<file path="src/rtl/inv_aes_pkg.sv">
// Shared types and constants for the inverse-AES round controller.
package inv_aes_pkg;
  localparam int NR_DEFAULT = 10;
  localparam int IDX_W      = 4;

  typedef logic [IDX_W-1:0] idx_t;

  typedef enum logic [1:0] {
    ST_IDLE = 2'd0,
    ST_RUN  = 2'd1,
    ST_DONE = 2'd2
  } state_e;
endpackage

</file>
<file path="src/rtl/aes_round_timer.sv">
// Step/round counter pair: each round lasts STEP_CYCLES enabled cycles.
module aes_round_timer
  import inv_aes_pkg::*;
#(
  parameter int NR          = NR_DEFAULT,
  parameter int STEP_CYCLES = 4
) (
  input  logic       CLK,
  input  logic       RST,
  input  logic       clear,
  input  logic       enable,
  output idx_t       round,
  output logic [3:0] step,
  output logic       last_step,
  output logic       last_round
);
  idx_t       round_q, round_d;
  logic [3:0] step_q, step_d;

  assign last_step  = (step_q == 4'(STEP_CYCLES - 1));
  assign last_round = (round_q == idx_t'(NR - 1));
  assign round      = round_q;
  assign step       = step_q;

  // Advance step; on step wrap advance round, wrapping to 0 after the last round.
  always_comb begin
    step_d  = step_q;
    round_d = round_q;
    if (clear) begin
      step_d  = '0;
      round_d = '0;
    end else if (enable) begin
      if (last_step) begin
        step_d  = '0;
        round_d = last_round ? '0 : round_q + idx_t'(1);
      end else begin
        step_d = step_q + 4'd1;
      end
    end
  end

  // Counter registers, synchronous active-low reset.
  always_ff @(posedge CLK) begin
    if (!RST) begin
      step_q  <= '0;
      round_q <= '0;
    end else begin
      step_q  <= step_d;
      round_q <= round_d;
    end
  end
endmodule

</file>
<file path="src/rtl/inv_aes_round_ctrl.sv">
// Inverse-AES round controller: sequences NR rounds of STEP_CYCLES each
// over an external datapath and hands the plaintext back with valid/ready.
module inv_aes_round_ctrl
  import inv_aes_pkg::*;
#(
  parameter int NR          = NR_DEFAULT,
  parameter int STEP_CYCLES = 4
) (
  input  logic         CLK,
  input  logic         RST,
  input  logic         in_valid,
  output logic         in_ready,
  input  logic [127:0] in_data,
  input  logic         abort,
  output logic [127:0] dp_data,
  output logic [3:0]   key_idx,
  output logic [3:0]   dp_round,
  output logic         dp_load,
  output logic         dp_last,
  input  logic [127:0] dp_result,
  output logic         out_valid,
  input  logic         out_ready,
  output logic [127:0] out_data,
  output logic         busy
);
  state_e       state_q, state_d;
  logic [127:0] dp_data_q, out_data_q;
  idx_t         round_w;
  logic [3:0]   step_w;
  logic         last_step_w, last_round_w;
  logic         run, accept, finish, tmr_clear;

  assign run       = (state_q == ST_RUN);
  assign in_ready  = (state_q == ST_IDLE) && RST;
  assign accept    = in_valid && in_ready;
  assign finish    = run && !abort && last_step_w && last_round_w;
  assign tmr_clear = accept || (run && abort);

  aes_round_timer #(
    .NR          (NR),
    .STEP_CYCLES (STEP_CYCLES)
  ) u_timer (
    .CLK        (CLK),
    .RST        (RST),
    .clear      (tmr_clear),
    .enable     (run),
    .round      (round_w),
    .step       (step_w),
    .last_step  (last_step_w),
    .last_round (last_round_w)
  );

  // State register.
  always_ff @(posedge CLK) begin
    if (!RST) state_q <= ST_IDLE;
    else      state_q <= state_d;
  end

  // Next state: abort wins over completion in the final step.
  always_comb begin
    state_d = state_q;
    unique case (state_q)
      ST_IDLE: if (accept) state_d = ST_RUN;
      ST_RUN: begin
        if (abort)       state_d = ST_IDLE;
        else if (finish) state_d = ST_DONE;
      end
      ST_DONE: if (out_ready) state_d = ST_IDLE;
      default: state_d = ST_IDLE;
    endcase
  end

  // Outputs: datapath controls are only live in RUN.
  always_comb begin
    busy      = (state_q == ST_RUN) || (state_q == ST_DONE);
    out_valid = (state_q == ST_DONE);
    dp_round  = run ? round_w : '0;
    key_idx   = run ? (idx_t'(NR - 1) - round_w) : '0;
    dp_load   = run && (round_w == '0);
    dp_last   = run && last_round_w;
  end

  // Ciphertext captured on accept, plaintext captured on the final step edge.
  always_ff @(posedge CLK) begin
    if (!RST) begin
      dp_data_q  <= '0;
      out_data_q <= '0;
    end else begin
      if (accept) dp_data_q  <= in_data;
      if (finish) out_data_q <= dp_result;
    end
  end

  assign dp_data  = dp_data_q;
  assign out_data = out_data_q;

  // The timer must sit at zero whenever no decryption is running.
  always_ff @(posedge CLK) begin
    if (RST && !run) assert (step_w == '0 && round_w == '0);
  end
endmodule

</file>
<file path="config.mk">
export PLATFORM = sky130hd
export DESIGN_NAME = inv_aes_round_ctrl
export DESIGN_NICKNAME = d
export VERILOG_FILES = /design/src/rtl/inv_aes_pkg.sv /design/src/rtl/aes_round_timer.sv /design/src/rtl/inv_aes_round_ctrl.sv
export SDC_FILE = /design/constraint.sdc
export NUM_CORES = 1
export LEC_CHECK = 0
export ABC_AREA = 1
export BUFFER_PORTS_ARGS = -buffer_cell sky130_fd_sc_hd__buf_2
export CAP_MARGIN = 0
export CORE_AREA = 2 2 209 211
export CTS_CLUSTER_SIZE = 16
export DETAILED_ROUTE_END_ITERATION = 7
export DIE_AREA = 0 0 211 213
export SKIP_CTS_REPAIR_TIMING = 1
export SYNTH_ARGS = -nofsm -noshare
export SYNTH_HDL_FRONTEND = slang
export SYNTH_SLANG_ARGS = --single-unit
</file>
<file path="constraint.sdc">
create_clock -name CLK -period 4.1 [get_ports CLK]
set_clock_uncertainty 0.05 [all_clocks]
set_input_delay 0.41 -clock CLK [delete_from_list [all_inputs] [get_ports CLK]]
set_output_delay 0.41 -clock CLK [all_outputs]
set_load 0.01 [all_outputs]
</file>
==> metrics.txt <==
# TYPE chip_impl_metric gauge
chip_impl_info{name="status",value="finished clean"} 1
chip_impl_metric{name="wl",unit="mm"} 34.2
chip_impl_info{name="hold_class",value="in -> reg"} 1
chip_impl_metric{name="part_of_the_power_in_combinational_logic",unit="%"} 19.2
chip_impl_metric{name="grt_util_all_layers",unit="%"} 14.0
chip_impl_info{name="ctsRootBufferMaster",value="sky130_fd_sc_hd__clkbuf_16"} 1
chip_impl_metric{name="cts.reportedPaths.clkPinSlew",unit="ns"} 0.06
chip_impl_info{name="crit_top_cell",value="sky130_fd_sc_hd__nor2_1"} 1
chip_impl_metric{name="p_clk_share",unit="%"} 38.7
chip_impl_metric{name="crit_path_max_fanout",unit=""} 81
chip_impl_metric{name="core_area",unit="sq um"} 42700
chip_impl_metric{name="hold_violations",unit=""} 0
chip_impl_info{name="worst_setup_path_start_kind",value="register"} 1
chip_impl_metric{name="drt-wirelength-per-cell",unit="microns"} 15.1
chip_impl_metric{name="initial_drc_count",unit=""} 522
chip_impl_metric{name="seqPwrFrac",unit="%"} 42.1
chip_impl_metric{name="postSynthRegisterBits",unit=""} 266
chip_impl_metric{name="instances_no_fill",unit=""} 2262
chip_impl_metric{name="n_fill_cell",unit=""} 4607
chip_impl_metric{name="insertion_delay",unit="ns"} 0.55
chip_impl_info{name="cp_slowest_cell",value="sky130_fd_sc_hd__inv_4"} 1
chip_impl_info{name="endpoint_kind",value="register"} 1
chip_impl_info{name="worstHoldStart",value="in_data[72]"} 1
chip_impl_metric{name="syn_inst",unit=""} 1226
chip_impl_info{name="mostFrequentLayoutCell",value="sky130_fd_sc_hd__buf_2"} 1
chip_impl_metric{name="grt.overflow.total",unit=""} 0
chip_impl_metric{name="cts_bufs_inserted",unit=""} 29
chip_impl_metric{name="ctsHtreeMaxLevel",unit=""} 1
chip_impl_metric{name="placed_cells_incl_taps",unit=""} 2208
chip_impl_info{name="grt_setup_unrepaired",value="false"} 1
chip_impl_metric{name="place.gp.congestion",unit=""} 0.810
chip_impl_metric{name="timing.max_cap.violations",unit=""} 0
chip_impl_metric{name="antenna_found_initial",unit=""} 4
chip_impl_metric{name="mapped_avg_cell_area",unit="sq um"} 7.91
chip_impl_metric{name="fmax",unit="MHz"} 320
chip_impl_metric{name="dr_total_vias",unit=""} 9965
chip_impl_metric{name="worstMarginPinSlew",unit="ns"} 1.02
chip_impl_metric{name="dieHeight",unit="microns"} 213
chip_impl_metric{name="crit_required",unit="ns"} 4.53
chip_impl_metric{name="critical_path.max_stage_delay",unit="ns"} 0.75
chip_impl_metric{name="internal-power",unit="mW"} 5.02
chip_impl_metric{name="pin_count_of_the_biggest_net_entering_global_routing",unit=""} 98
chip_impl_info{name="worst_r2r_startpoint",value="state_q[1]$_SDFFE_PN0P_"} 1
chip_impl_metric{name="clock_sink_count",unit=""} 266
chip_impl_metric{name="max-slew-margin-rel",unit="%"} 32.0
chip_impl_metric{name="post_drt_via_cell_ratio",unit=""} 4.41
chip_impl_metric{name="drt_pass1_iterations",unit=""} 5
chip_impl_metric{name="placement.io_buffers",unit=""} 529
chip_impl_metric{name="fp.dieW",unit="microns"} 211
chip_impl_metric{name="grt_pass1_vias",unit=""} 9341
chip_impl_metric{name="start_util",unit="%"} 22.7
chip_impl_metric{name="ys_types",unit=""} 24
chip_impl_metric{name="power.switching",unit="mW"} 2.06
chip_impl_metric{name="setup-tns-final",unit="ns"} 0
chip_impl_metric{name="die_footprint",unit="sq um"} 44900
chip_impl_info{name="tritoncts",value="yes"} 1
chip_impl_metric{name="worst_ep_arrival_time",unit="ns"} 3.55
chip_impl_metric{name="io_pins",unit=""} 530
chip_impl_info{name="crit_path_cell_trace",value="inv_1 -> ha_1 -> nand2_2 -> nor2_4 -> nand3_4 -> inv_4 -> buf_4 -> nor2_1 -> nor2_1"} 1
chip_impl_metric{name="cellPowerDensity",unit="nW/um^2"} 520
chip_impl_metric{name="timing.final.crit_share",unit="%"} 76.2
chip_impl_metric{name="synth.yosys.seq_area_share",unit="%"} 54.9
chip_impl_info{name="worst_setup_sp",value="state_q[1]$_SDFFE_PN0P_"} 1
chip_impl_metric{name="slew_viol_final",unit=""} 0
chip_impl_metric{name="placement_rows",unit=""} 76
chip_impl_metric{name="finalSetupViolations",unit=""} 0
chip_impl_metric{name="grt_first_pass_wirelength",unit="mm"} 50.7
chip_impl_metric{name="finalWorstPathRequiredPeriod",unit="ns"} 3.12
chip_impl_metric{name="area.growth.synth_to_final",unit="%"} 40.5
chip_impl_metric{name="number_of_nets_in_the_synthesized_netlist",unit=""} 1496
chip_impl_metric{name="post-route-drc-count",unit=""} 0
chip_impl_metric{name="layout.nets",unit=""} 1963
chip_impl_metric{name="peakVddDrop",unit="V"} 0.000327
chip_impl_metric{name="p_leak",unit="nW"} 6.92
chip_impl_metric{name="hpwlAfterDp",unit="mm"} 24.6
chip_impl_info{name="final_cell_mix",value="sky130_fd_sc_hd__buf_2 (527), sky130_fd_sc_hd__nor2_1 (267), sky130_fd_sc_hd__dfxtp_1 (266)"} 1
chip_impl_metric{name="power_switching_share",unit="%"} 29.0
chip_impl_metric{name="post_route_cells_drive_above_1_share",unit="%"} 34.3
chip_impl_metric{name="cts_max_path_buffers",unit=""} 3
chip_impl_info{name="worst_setup_path_category",value="reg -> reg"} 1
chip_impl_metric{name="post_synth_instance_area",unit="sq um"} 9700
chip_impl_metric{name="detail-route-antenna-nets",unit=""} 0
chip_impl_metric{name="ys.warnings.count",unit=""} 0
[through the flow]
stage	power, mW	instance area [sq um]	setup slack (ns)	hold WS (ns)	util [%]
after floorplan	3.81	9700	2.39	0.407	-
after global placement	4.39	12600	1.07	0.400	29.6
after detailed placement	4.41	12600	0.940	0.404	29.6
after CTS	7.20	13600	0.926	0.00179	31.9
after global routing	7.45	13600	0.616	0.0111	31.9
final	7.08	13600	0.977	0.0329	31.9
[worst max-delay path, delay by kind of cell (launching register included)]
family                   cells  cell delay (ns)
AND/OR/NAND/NOR              5             0.86
buffers and inverters        3             1.28
flip-flops                   1             0.32
adder cells (fa/ha/maj)      1             0.47
[synth_stat cells]
cell | count | area share [%]
sky130_fd_sc_hd__a21oi_1 | 8 | 0.41
sky130_fd_sc_hd__a31oi_1 | 1 | 0.065
sky130_fd_sc_hd__buf_1 | 1 | 0.039
sky130_fd_sc_hd__buf_2 | 26 | 1.3
sky130_fd_sc_hd__buf_4 | 2 | 0.15
sky130_fd_sc_hd__buf_6 | 14 | 1.6
sky130_fd_sc_hd__clkbuf_1 | 56 | 2.2
sky130_fd_sc_hd__clkbuf_2 | 3 | 0.15
sky130_fd_sc_hd__dfxtp_1 | 266 | 55
sky130_fd_sc_hd__ha_1 | 9 | 1.2
sky130_fd_sc_hd__inv_1 | 19 | 0.74
sky130_fd_sc_hd__inv_2 | 1 | 0.039
sky130_fd_sc_hd__nand2_1 | 151 | 5.8
sky130_fd_sc_hd__nand2_2 | 1 | 0.065
sky130_fd_sc_hd__nand3_1 | 261 | 13
sky130_fd_sc_hd__nand3_2 | 1 | 0.10
sky130_fd_sc_hd__nand4_1 | 1 | 0.065
sky130_fd_sc_hd__nor2_1 | 267 | 10
sky130_fd_sc_hd__nor2_4 | 1 | 0.12
sky130_fd_sc_hd__nor3_1 | 2 | 0.10
sky130_fd_sc_hd__o21ai_0 | 93 | 4.8
sky130_fd_sc_hd__o21ai_1 | 39 | 2.0
sky130_fd_sc_hd__o21bai_1 | 1 | 0.077
sky130_fd_sc_hd__xor2_1 | 2 | 0.18
[worst paths after layout]
| check | end | slack, ns | cells past startpoint |
|---|---|---|---|
| min | dp_data[72]$_SDFFE_PN0P_ | 0.03 | 3 |
| max reg2reg | out_data[57]$_SDFFE_PN0P_ | 0.98 | 9 |
| max | out_data[57]$_SDFFE_PN0P_ | 0.98 | 9 |
| min reg2reg | dp_data[26]$_SDFFE_PN0P_ | 0.41 | 2 |
[sequential cells by signal (all words and copies together) (netlist names)]
register	cells
dp_data	128
out_data	128
u_timer.round	4
u_timer.step	4
state_q	2
[cells by family (layout without fill, tap and decap cells)]
family / after synthesis / count (layout) / synth area share [%]
and+or+nand+nor: 685 / 685 / 30.1
xor gates and xnor gates: 2 / 2 / 0.181
DFF: 266 / 266 / 54.9
buffers and inverters: 122 / 611 / 6.26
adders and majority gates: 9 / 9 / 1.16
other: 0 / 1 / 0
AOI/OAI and AO/OA: 142 / 142 / 7.37
[metal layers]
layer	wire (microns)	track usage [%]	vias to the layer above
met5	55	0	-
met4	850	3.76	8
met3	3530	5.87	45
met2	16300	24.5	405
met1	13400	15.7	4548
li1	-	-	4959
[power groups by stage]
stage	logic (mW)	clock network, mW	registers (mW)
floorplan	0.666	0	3.14
global placement	1.37	0	3.02
detailed placement	1.39	0	3.03
CTS	1.39	2.84	2.98
global route	1.51	2.93	3.01
finish	1.36	2.74	2.98
[cell type report]
type / count / area (sq um) / area share (%)
sequential: 266 / 5330 / 39.1
multi-input combinational: 838 / 3780 / 27.8
timing repair buffer: 538 / 2750 / 20.2
clock buffer: 44 / 852 / 6.25
tap: 546 / 683 / 5.01
clock inverter: 9 / 151 / 1.11
inverter: 20 / 78.8 / 0.579
antenna: 1 / 2.50 / 0.0184
Note: power is estimated with default switching activity, not from simulation.
